--- src/rtl/ext_bus_initiator.sv ---
// ext_bus_initiator: single-outstanding master for the 16-bit external-bus bridge port.
// Latches one read/write request, drives the bridge strobes until acknowledge or
// watchdog expiry, then returns a one-cycle response pulse.
module ext_bus_initiator #(
    parameter int unsigned TIMEOUT_CYCLES = 255
) (
    input  logic        clk_clk,
    input  logic        reset_reset,
    input  logic        req_valid,
    output logic        req_ready,
    input  logic        req_write,
    input  logic [4:0]  req_addr,
    input  logic [1:0]  req_be,
    input  logic [15:0] req_wdata,
    output logic        rsp_valid,
    output logic [15:0] rsp_rdata,
    output logic        rsp_error,
    output logic        busy,
    output logic [7:0]  timeout_count,
    output logic [4:0]  bus_address,
    output logic [1:0]  bus_byte_enable,
    output logic        bus_read,
    output logic        bus_write,
    output logic [15:0] bus_write_data,
    input  logic        bus_acknowledge,
    input  logic [15:0] bus_read_data
);
    localparam int unsigned CNT_W  = 16;
    localparam int unsigned ADDR_W = 5;
    localparam int unsigned BE_W   = 2;
    localparam int unsigned DATA_W = 16;
    localparam int unsigned TOC_W  = 8;

    typedef enum logic [1:0] {
        S_IDLE   = 2'd0,
        S_ACCESS = 2'd1,
        S_DONE   = 2'd2
    } state_t;

    state_t              r_state,      w_state_nxt;
    logic                r_write,      w_write_nxt;
    logic [CNT_W-1:0]    r_cnt,        w_cnt_nxt;
    logic [ADDR_W-1:0]   r_addr,       w_addr_nxt;
    logic [BE_W-1:0]     r_be,         w_be_nxt;
    logic [DATA_W-1:0]   r_wdata,      w_wdata_nxt;
    logic                r_bus_read,   w_bus_read_nxt;
    logic                r_bus_write,  w_bus_write_nxt;
    logic                r_rsp_valid,  w_rsp_valid_nxt;
    logic [DATA_W-1:0]   r_rsp_rdata,  w_rsp_rdata_nxt;
    logic                r_rsp_error,  w_rsp_error_nxt;
    logic [TOC_W-1:0]    r_to_cnt,     w_to_cnt_nxt;
    logic                w_accept;
    logic                w_expired;

    // Handshake and state decodes; ready is forced low while reset is held.
    assign req_ready = (r_state == S_IDLE) & ~reset_reset;
    assign busy      = (r_state != S_IDLE);
    assign w_accept  = req_valid & req_ready;
    assign w_expired = (r_cnt == CNT_W'(TIMEOUT_CYCLES - 1));

    // Next-state and next-output decode.
    always_comb begin
        w_state_nxt     = r_state;
        w_write_nxt     = r_write;
        w_cnt_nxt       = r_cnt;
        w_addr_nxt      = r_addr;
        w_be_nxt        = r_be;
        w_wdata_nxt     = r_wdata;
        w_bus_read_nxt  = 1'b0;
        w_bus_write_nxt = 1'b0;
        w_rsp_valid_nxt = 1'b0;
        w_rsp_rdata_nxt = r_rsp_rdata;
        w_rsp_error_nxt = r_rsp_error;
        w_to_cnt_nxt    = r_to_cnt;

        case (r_state)
            S_IDLE: begin
                if (w_accept) begin
                    w_write_nxt     = req_write;
                    w_addr_nxt      = req_addr;
                    w_be_nxt        = req_be;
                    w_wdata_nxt     = req_wdata;
                    w_cnt_nxt       = '0;
                    w_bus_read_nxt  = ~req_write;
                    w_bus_write_nxt = req_write;
                    w_state_nxt     = S_ACCESS;
                end
            end
            S_ACCESS: begin
                // Acknowledge takes priority over a watchdog expiry in the same cycle.
                if (bus_acknowledge) begin
                    w_rsp_valid_nxt = 1'b1;
                    w_rsp_rdata_nxt = r_write ? '0 : bus_read_data;
                    w_rsp_error_nxt = 1'b0;
                    w_state_nxt     = S_DONE;
                end else if (w_expired) begin
                    w_rsp_valid_nxt = 1'b1;
                    w_rsp_rdata_nxt = '0;
                    w_rsp_error_nxt = 1'b1;
                    if (r_to_cnt != {TOC_W{1'b1}}) begin
                        w_to_cnt_nxt = r_to_cnt + TOC_W'(1);
                    end
                    w_state_nxt     = S_DONE;
                end else begin
                    w_cnt_nxt       = r_cnt + CNT_W'(1);
                    w_bus_read_nxt  = r_bus_read;
                    w_bus_write_nxt = r_bus_write;
                end
            end
            S_DONE: begin
                w_state_nxt = S_IDLE;
            end
            default: begin
                w_state_nxt = S_IDLE;
            end
        endcase
    end

    // State and registered outputs; async reset drops the strobes immediately.
    always_ff @(posedge clk_clk or posedge reset_reset) begin
        if (reset_reset) begin
            r_state     <= S_IDLE;
            r_write     <= 1'b0;
            r_cnt       <= '0;
            r_addr      <= '0;
            r_be        <= '0;
            r_wdata     <= '0;
            r_bus_read  <= 1'b0;
            r_bus_write <= 1'b0;
            r_rsp_valid <= 1'b0;
            r_rsp_rdata <= '0;
            r_rsp_error <= 1'b0;
            r_to_cnt    <= '0;
        end else begin
            r_state     <= w_state_nxt;
            r_write     <= w_write_nxt;
            r_cnt       <= w_cnt_nxt;
            r_addr      <= w_addr_nxt;
            r_be        <= w_be_nxt;
            r_wdata     <= w_wdata_nxt;
            r_bus_read  <= w_bus_read_nxt;
            r_bus_write <= w_bus_write_nxt;
            r_rsp_valid <= w_rsp_valid_nxt;
            r_rsp_rdata <= w_rsp_rdata_nxt;
            r_rsp_error <= w_rsp_error_nxt;
            r_to_cnt    <= w_to_cnt_nxt;
        end
    end

    assign bus_address     = r_addr;
    assign bus_byte_enable = r_be;
    assign bus_write_data  = r_wdata;
    assign bus_read        = r_bus_read;
    assign bus_write       = r_bus_write;
    assign rsp_valid       = r_rsp_valid;
    assign rsp_rdata       = r_rsp_rdata;
    assign rsp_error       = r_rsp_error;
    assign timeout_count   = r_to_cnt;

endmodule

--- config.mk ---
export PLATFORM = sky130hd
export DESIGN_NAME = ext_bus_initiator
export DESIGN_NICKNAME = d
export VERILOG_FILES = /design/src/rtl/ext_bus_initiator.sv
export SDC_FILE = /design/constraint.sdc
export NUM_CORES = 1
export LEC_CHECK = 0
export ABC_AREA = 1
export BUFFER_PORTS_ARGS = -buffer_cell sky130_fd_sc_hd__buf_2
export CORE_MARGIN = 5
export CORE_UTILIZATION = 52
export CTS_CLUSTER_DIAMETER = 120
export DETAILED_ROUTE_END_ITERATION = 8
export GPL_TIMING_DRIVEN = 0
export HOLD_SLACK_MARGIN = 0.08
export PLACE_DENSITY = 0.88
export SYNTH_ARGS = -nofsm -noshare
export SYNTH_HDL_FRONTEND = slang
export SYNTH_SLANG_ARGS = --single-unit
--- constraint.sdc ---
create_clock -name clk_clk -period 2.5 [get_ports clk_clk]
set_clock_uncertainty 0.15 [all_clocks]
set_input_delay 0.125 -clock clk_clk [delete_from_list [all_inputs] [get_ports clk_clk]]
set_output_delay 0.125 -clock clk_clk [all_outputs]
set_load 0.01 [all_outputs]
==> summary.txt, run 1 <==
Status
  – Status: complete, but fails checks
  – Violated checks: setup timing

Route
  – Wire per inst: 18.3 um
  – Detailed router's first-iteration violation count: 535
  – Via count: 3712
  – ANT nets after route: 0
  – Detailed-router iteration count before antenna repair: 7
  – DRC violations left: 0
  – Detail-routed via count per cell: 5.66
  – Detailed-route wire length: 12000 um

Logic synthesis
  – Synthesized netlist net count: 464
  – Xor and xnor area share after synthesis: 2.36%
  – Share of synthesized area spent on multiplexers: 0%
  – Warnings, synthesis: 0
  – Simple logic cell fraction of the synthesized area: 31.0%
  – Sequential area share after synthesis: 52.5%
  – Synth Area in Adders: 1.13%
  – Fraction of the mapped netlist area in compound gates: 5.93%
  – Gate count of the mapped netlist: 417
  – Post-Synthesis Mean Instance Area: 8.00 sq um
  – Dominant combinational cell family by area after synthesis: simple AND/OR/NAND/NOR gates
  – Flops & latches, synth: 70
  – Netlist area before placement: 3330 sq um
  – Count of cell types in the netlist: 27

Cells and area
  – Sequential Area: 1750 sq um
  – Fillers: 359
  – Ratio of cells with drive above 1 in the final layout: 24.7%
  – Most common cell after layout, fill and taps aside: sky130_fd_sc_hd__nand2_1
  – Relative area change from synthesis to final layout: 38.8%
  – Final-stage net count: 621
  – Area of combinational cells with multiple inputs: 1350 sq um
  – Most used cells in the layout excluding fill and tap cells: sky130_fd_sc_hd__nand2_1 (182), sky130_fd_sc_hd__buf_2 (98), sky130_fd_sc_hd__dfrtp_1 (70)
  – Diodes inserted: 0

Pwr
  – Static leakage: 2.57 nW
  – Power density of the placed cells: 735 nW/um^2
  – Worst ir drop on vdd: 0.561 mV

Critical path
  – Worst reg2reg endpoint: bus_address[1]
  – Worst reg2reg startpoint: r_state[1]
  – Arrival time reported for the critical path endpoint: 2.64 ns
  – Critical path startpoint: r_state[1]
  – Maximum net fanout on the critical path: 8
  – Sort of element at the start of the critical path: flop
  – Kind of critical path: flop to flop
  – Cell count of the worst reg-to-reg path: 9
  – Type of destination of the critical path: flop
  – Worst Path Required: 2.64 ns
  – Register-to-register setup slack: -0.005 ns

Worst hold path
  – Number of instances on the worst hold path: 2
  – Hold EP: bus_write_data[14]
  – HP Class: flop to flop
  – Start point of the worst min-delay path: bus_write_data[14]

Place
  – Placer's final routability congestion estimate: 0.877
  – Port Buffer Count: 96
  – Estimated wirelength of the detail-placed design: 5810 um
  – Post-Place Setup Slack: 0.804 ns

STA
  – Highest Clock Rate: 399 MHz
  – Slew at the pin closest to its max-slew limit: 0.843 ns
  – Hold slack final: 0.348 ns
  – Final max-slew violation count: 0
  – Worst Slack Setup Final: -0.00461 ns
  – Minimum clock period after layout: 2.50 ns
  – Total setup violations reported at the end of the flow: 1
  – Endpoints failing hold: 0
  – Final worst-path cycle share: 100%
  – Worst slew margin relative to its limit: 43.8%

Global route
  – Wire length of the first global-routing pass: 18800 um
  – Global routing met1 resource utilization: 33.9%
  – Via count of the first global-routing pass: 3790
  – Pin count of the biggest net entering global routing: 71
  – Met2 usage: 47.4%
  – All-layer global routing usage: 28.8%
  – Number of antenna violations at the first check in global routing: 0
  – Busiest metal layer after global routing: met2
  – Total congestion overflow: 0
  – Met3 GRT Util: 8.43%

Clock tree
  – Latest clock arrival within the worst-skew pair: 0.36 ns
  – Clock transition at path regs: 0.09 ns
  – Clock buffers created by TritonCTS: 9
  – Postcts setup bufs: 0
  – TritonCTS sink count: 70
  – Number of buffers on the longest clock path: 2
  – Clk root buf: sky130_fd_sc_hd__clkbuf_8
  – Number of H-tree levels: 3
  – Clock tree from TritonCTS: built

Die
  – Die ar.: 8110 sq um
  – I/O pin cnt: 97
  – DIE WIDTH: 90.1 um
  – Initial Util: 53.1%
  – Cell row count: 29
  – Core Area: 6280 sq um
  – Die boundary height: 90.1 um

Run
  – # Max-Cap Violations: 0
[sequential cells by signal, indices dropped and copies added (netlist names)]
| register | cells |
|---|---|
| bus_write_data | 16 |
| r_cnt | 16 |
| rsp_rdata | 16 |
| timeout_count | 8 |
| bus_address | 5 |
| bus_byte_enable | 2 |
| r_state | 2 |
| bus_read | 1 |
| bus_write | 1 |
| r_write | 1 |
| rsp_error | 1 |
| rsp_valid | 1 |
[power breakdown]
group	switching, mW	internal, mW
registers	0.173	1.34
clock network	0.492	0.516
logic	0.523	0.355
total	1.19	2.21
[routing by layer]
metal  wire (um)  vias to the layer above
met5           0                        -
met4         753                        0
met3        1190                       93
met2        5700                      311
met1        4340                     1715
li1            -                     1593
[critical path, cell delays in order, from the launching register on]
cell	delay, ns
sky130_fd_sc_hd__dfrtp_1	0.46
sky130_fd_sc_hd__nor2_2	0.14
sky130_fd_sc_hd__inv_2	0.07
sky130_fd_sc_hd__nor2_4	0.11
sky130_fd_sc_hd__nand2_4	0.11
sky130_fd_sc_hd__inv_4	0.10
sky130_fd_sc_hd__nand2_1	0.05
sky130_fd_sc_hd__dlygate4sd3_1	0.57
sky130_fd_sc_hd__nand2_1	0.08
sky130_fd_sc_hd__dlygate4sd3_1	0.57
[layout make-up]
cell class                 count  area share [%]
sequential                    70            37.8
multi-input combinational    295            29.2
tap                           77            2.08
buffer                        10            1.68
clock buffer                  11            3.27
clock inverter                 5            1.22
inverter                      42            3.51
timing repair buffer         146            21.2
[kinds of logic after synthesis]
family	count (synthesis)
AND/OR/NAND/NOR	248
flip-flops	70
buffers and inverters	52
AO/OA/AOI/OAI	35
XOR/XNOR	9
adder cells (fa/ha/maj)	3
[per-stage QoR]
step | TNS (ns) | cells | utilization, % | power, mW | instance area [sq um]
finish | -0.00461 | 656 | 73.7 | 3.40 | 4630
global route | -0.0176 | 656 | 73.7 | 3.51 | 4630
detailed placement | 0 | 590 | 62.3 | 2.21 | 3910
CTS | 0 | 656 | 73.6 | 3.24 | 4620
global placement | -24.19 | 590 | 62.3 | 2.16 | 3910
floorplan | 0 | 417 | - | 1.86 | 3330
[cells in the mapped netlist]
cell type                  instances  area, sq um
sky130_fd_sc_hd__xnor2_1           2         17.5
sky130_fd_sc_hd__or2_2             2         12.5
sky130_fd_sc_hd__buf_6             5         56.3
sky130_fd_sc_hd__nand2_2           4         25.0
sky130_fd_sc_hd__clkbuf_1          3         11.3
sky130_fd_sc_hd__nand2_1         183          687
sky130_fd_sc_hd__nor2_1           25         93.8
sky130_fd_sc_hd__o21ai_0          14         70.1
sky130_fd_sc_hd__clkinv_1          1         3.75
sky130_fd_sc_hd__nor3_1            1         5.00
sky130_fd_sc_hd__nand3_1          20          100
sky130_fd_sc_hd__nor2_2            3         18.8
sky130_fd_sc_hd__o211ai_1          1         7.51
sky130_fd_sc_hd__o21ai_1          17         85.1
sky130_fd_sc_hd__dfrtp_1          70         1750
sky130_fd_sc_hd__nand3b_1          3         22.5
sky130_fd_sc_hd__a21boi_4          1         18.8
sky130_fd_sc_hd__nand4_1           2         12.5
sky130_fd_sc_hd__buf_2             2         10.0
sky130_fd_sc_hd__xor2_1            7         61.3
sky130_fd_sc_hd__inv_2             5         18.8
sky130_fd_sc_hd__nand2_4           2         22.5
sky130_fd_sc_hd__o21ai_2           1         8.76
sky130_fd_sc_hd__o21bai_1          1         7.51
sky130_fd_sc_hd__nor2_4            3         33.8
sky130_fd_sc_hd__inv_1            36          135
sky130_fd_sc_hd__ha_1              3         37.5
[how the worst max path moves through the flow]
stage / endpoint / slack (ns) / cells past startpoint
final: bus_address[1] / -0.005 / 9
after global routing: bus_address[1] / -0.02 / 9
after CTS: bus_address[1] / 0.13 / 9
after detailed placement: timeout_count[0] / 0.80 / 9
after global placement: r_cnt[4] / -0.35 / 2
after floorplan: bus_address[0] / 0.46 / 1
[timing repair]
item / 4_1_cts / 5_1_grt
endpoints found under the hold margin: 121 / 0
gates resized for setup: 0 / 3
hold buffers: 50 / 0
endpoints found under the setup margin: 0 / 4
(Power assumes the default switching activity.)
==> run 2, diff against run 1 <==
Settings changed: CORE_UTILIZATION 52 to 40, PLACE_DENSITY 0.88 to unset.
==> run 2 against run 1 <==
  * The run now ends clean
  * Cell area is 0.46% higher
  * Via count is 15% lower
  * Hold slack worse by 0.018 ns
  * Fmax increased by 6.2%
  * Non-clock buffer count unchanged
  * Worst setup slack better by 0.15 ns
  * Combinational power shrank 10%
  * Count of clock-buffer cells in the layout decreased by 2
  * Critical path type unchanged
==> summary.txt, run 2 (synthesis gave the netlist of run 1 again) <==
Global route
  – Met3 GRT Util: 5.85%
  – Busiest metal layer after global routing: met2
  – All-layer global routing usage: 17.3%
  – Total congestion overflow: 0
  – Via count of the first global-routing pass: 3189
  – Global routing met1 resource utilization: 21.0%
  – Met2 usage: 27.8%
  – Wire length of the first global-routing pass: 14200 um
  – Pin count of the biggest net entering global routing: 71
  – Number of antenna violations at the first check in global routing: 0

STA
  – Total setup violations reported at the end of the flow: 0
  – Highest Clock Rate: 424 MHz
  – Hold slack final: 0.330 ns
  – Fin Setup TNS: 0 ns
  – Worst slew margin relative to its limit: 43.1%
  – Minimum clock period after layout: 2.36 ns
  – Final worst-path cycle share: 94.3%
  – Slew at the pin closest to its max-slew limit: 0.853 ns
  – Final max-slew violation count: 0
  – RSZ-0062 raised after global routing: no
  – Endpoints failing hold: 0

Route
  – DRC violations left: 0
  – Detailed-router iteration count before antenna repair: 4
  – ANT nets after route: 0
  – Wire per inst: 12.3 um
  – Via count: 3159
  – Detail-routed via count per cell: 4.62
  – Detailed router's first-iteration violation count: 107
  – Detailed-route wire length: 8410 um

Place
  – Port Buffer Count: 96
  – Placer's final routability congestion estimate: 0.845
  – Estimated wirelength of the detail-placed design: 5550 um
  – Placed cell count: 618

Pwr
  – Comb power frac: 24.8%
  – Power density of the placed cells: 681 nW/um^2
  – Power consumption: 3.17 mW
  – Static leakage: 2.56 nW
  – Fraction of power consumed by the clock network: 28.8%
  – Worst ir drop on vdd: 0.464 mV
  – Sequential group share of total power: 46.4%
  – Pint: 2.16 mW
  – Switching share of total power: 31.9%
  – NetSw: 1.01 mW

Die
  – Cell row count: 33
  – Core Area: 8180 sq um
  – Initial Util: 40.8%
  – DIE WIDTH: 101 um
  – Die boundary height: 101 um
  – I/O pin cnt: 97
  – Die ar.: 10300 sq um

Cells and area
  – Most common cell after layout, fill and taps aside: sky130_fd_sc_hd__nand2_1
  – Diodes inserted: 0
  – Ratio of cells with drive above 1 in the final layout: 24.5%
  – Final-stage net count: 621
  – Relative area change from synthesis to final layout: 39.5%
  – Most used cells in the layout excluding fill and tap cells: sky130_fd_sc_hd__nand2_1 (183), sky130_fd_sc_hd__buf_2 (98), sky130_fd_sc_hd__dfrtp_1 (70)
  – Final standard cell count with taps included and fillers excluded: 684
  – Layout Utilization: 56.9%

Clock tree
  – Clock buffers created by TritonCTS: 9
  – Number of H-tree levels: 3
  – Clk root buf: sky130_fd_sc_hd__clkbuf_8
  – Clock tree from TritonCTS: built
  – Latest clock arrival within the worst-skew pair: 0.34 ns
  – Number of buffers on the longest clock path: 2
  – TritonCTS sink count: 70
  – Postcts setup bufs: 0
  – Clock transition at path regs: 0.08 ns

Critical path
  – Largest stage delay on the critical path: 0.55 ns
  – Cell with the biggest individual delay on the critical path: sky130_fd_sc_hd__dlygate4sd3_1
  – Sort of element at the start of the critical path: flop
  – Arrival time reported for the critical path endpoint: 2.49 ns
  – Maximum net fanout on the critical path: 8
  – Type of destination of the critical path: flop
  – Worst Path Required: 2.63 ns
  – Kind of critical path: flop to flop
  – Cell chain of the critical path: nor2_2 -> inv_2 -> nor2_4 -> nand2_4 -> inv_4 -> nand2_1 -> dlygate4sd3_1 -> nand2_1 -> dlygate4sd3_1

Run
  – # Max-Cap Violations: 0

Worst hold path
  – HP Class: flop to flop

Status
  – Status: completed
-- run 2: power by group through the flow --
stage	clock network, mW	logic, mW	registers [mW]
after detailed placement	0	0.720	1.47
after CTS	0.944	0.787	1.46
after floorplan	0	0.294	1.57
after global routing	0.979	0.878	1.49
final	0.912	0.786	1.47
after global placement	0	0.700	1.48
-- run 2: layout make-up --
class	count	area [sq um]
Timing Repair Buffer	146	981
Buffer	10	77.6
Inverter	42	163
Clock buffer	9	124
Multi-Input combinational cell	295	1350
Tap cell	105	131
Clock inverter	7	72.6
Sequential cell	70	1750
Fill cell	761	3520
-- run 2: final timing paths --
check | start | end | slack, ns | cells after the start
hold / removal | bus_address[4] | bus_address[4] | 0.33 | 2
setup / recovery | r_state[0] | bus_address[2] | 0.14 | 9
hold reg to reg | bus_address[4] | bus_address[4] | 0.33 | 2
min in group asynchronous | reset_reset | bus_write_data[4] | 0.38 | 3
max in group asynchronous | reset_reset | r_cnt[9] | 1.27 | 3
setup reg to reg | r_state[0] | bus_address[2] | 0.14 | 9
-- run 2: worst max-delay path, delay by kind of cell, from the launching register on --
kind,cells,cell delay [ns]
buffers and inverters,4,1.26
and+or+nand+nor,5,0.47
DFF,1,0.42
-- run 2: per-stage QoR --
step	setup WS (ns)	cell area, sq um
global placement	-0.511	3950
finish	0.142	4650
detailed placement	0.811	3950
global route	0.0332	4650
floorplan	0.457	3330
CTS	0.139	4650
-- run 2: repair_timing --
item | 4_1_cts | 5_1_grt
hold buffers | 50 | 0
hold endpoints to repair | 121 | 0
resized for setup | 0 | 2
setup endpoints to repair | 0 | 3
-- run 2: per-layer routing --
| layer | share of wire [%] | up-vias |
|---|---|---|
| met5 | 0 | - |
| met4 | 2.4 | 0 |
| met3 | 7.1 | 19 |
| met2 | 47 | 86 |
| met1 | 43 | 1463 |
| li1 | - | 1591 |
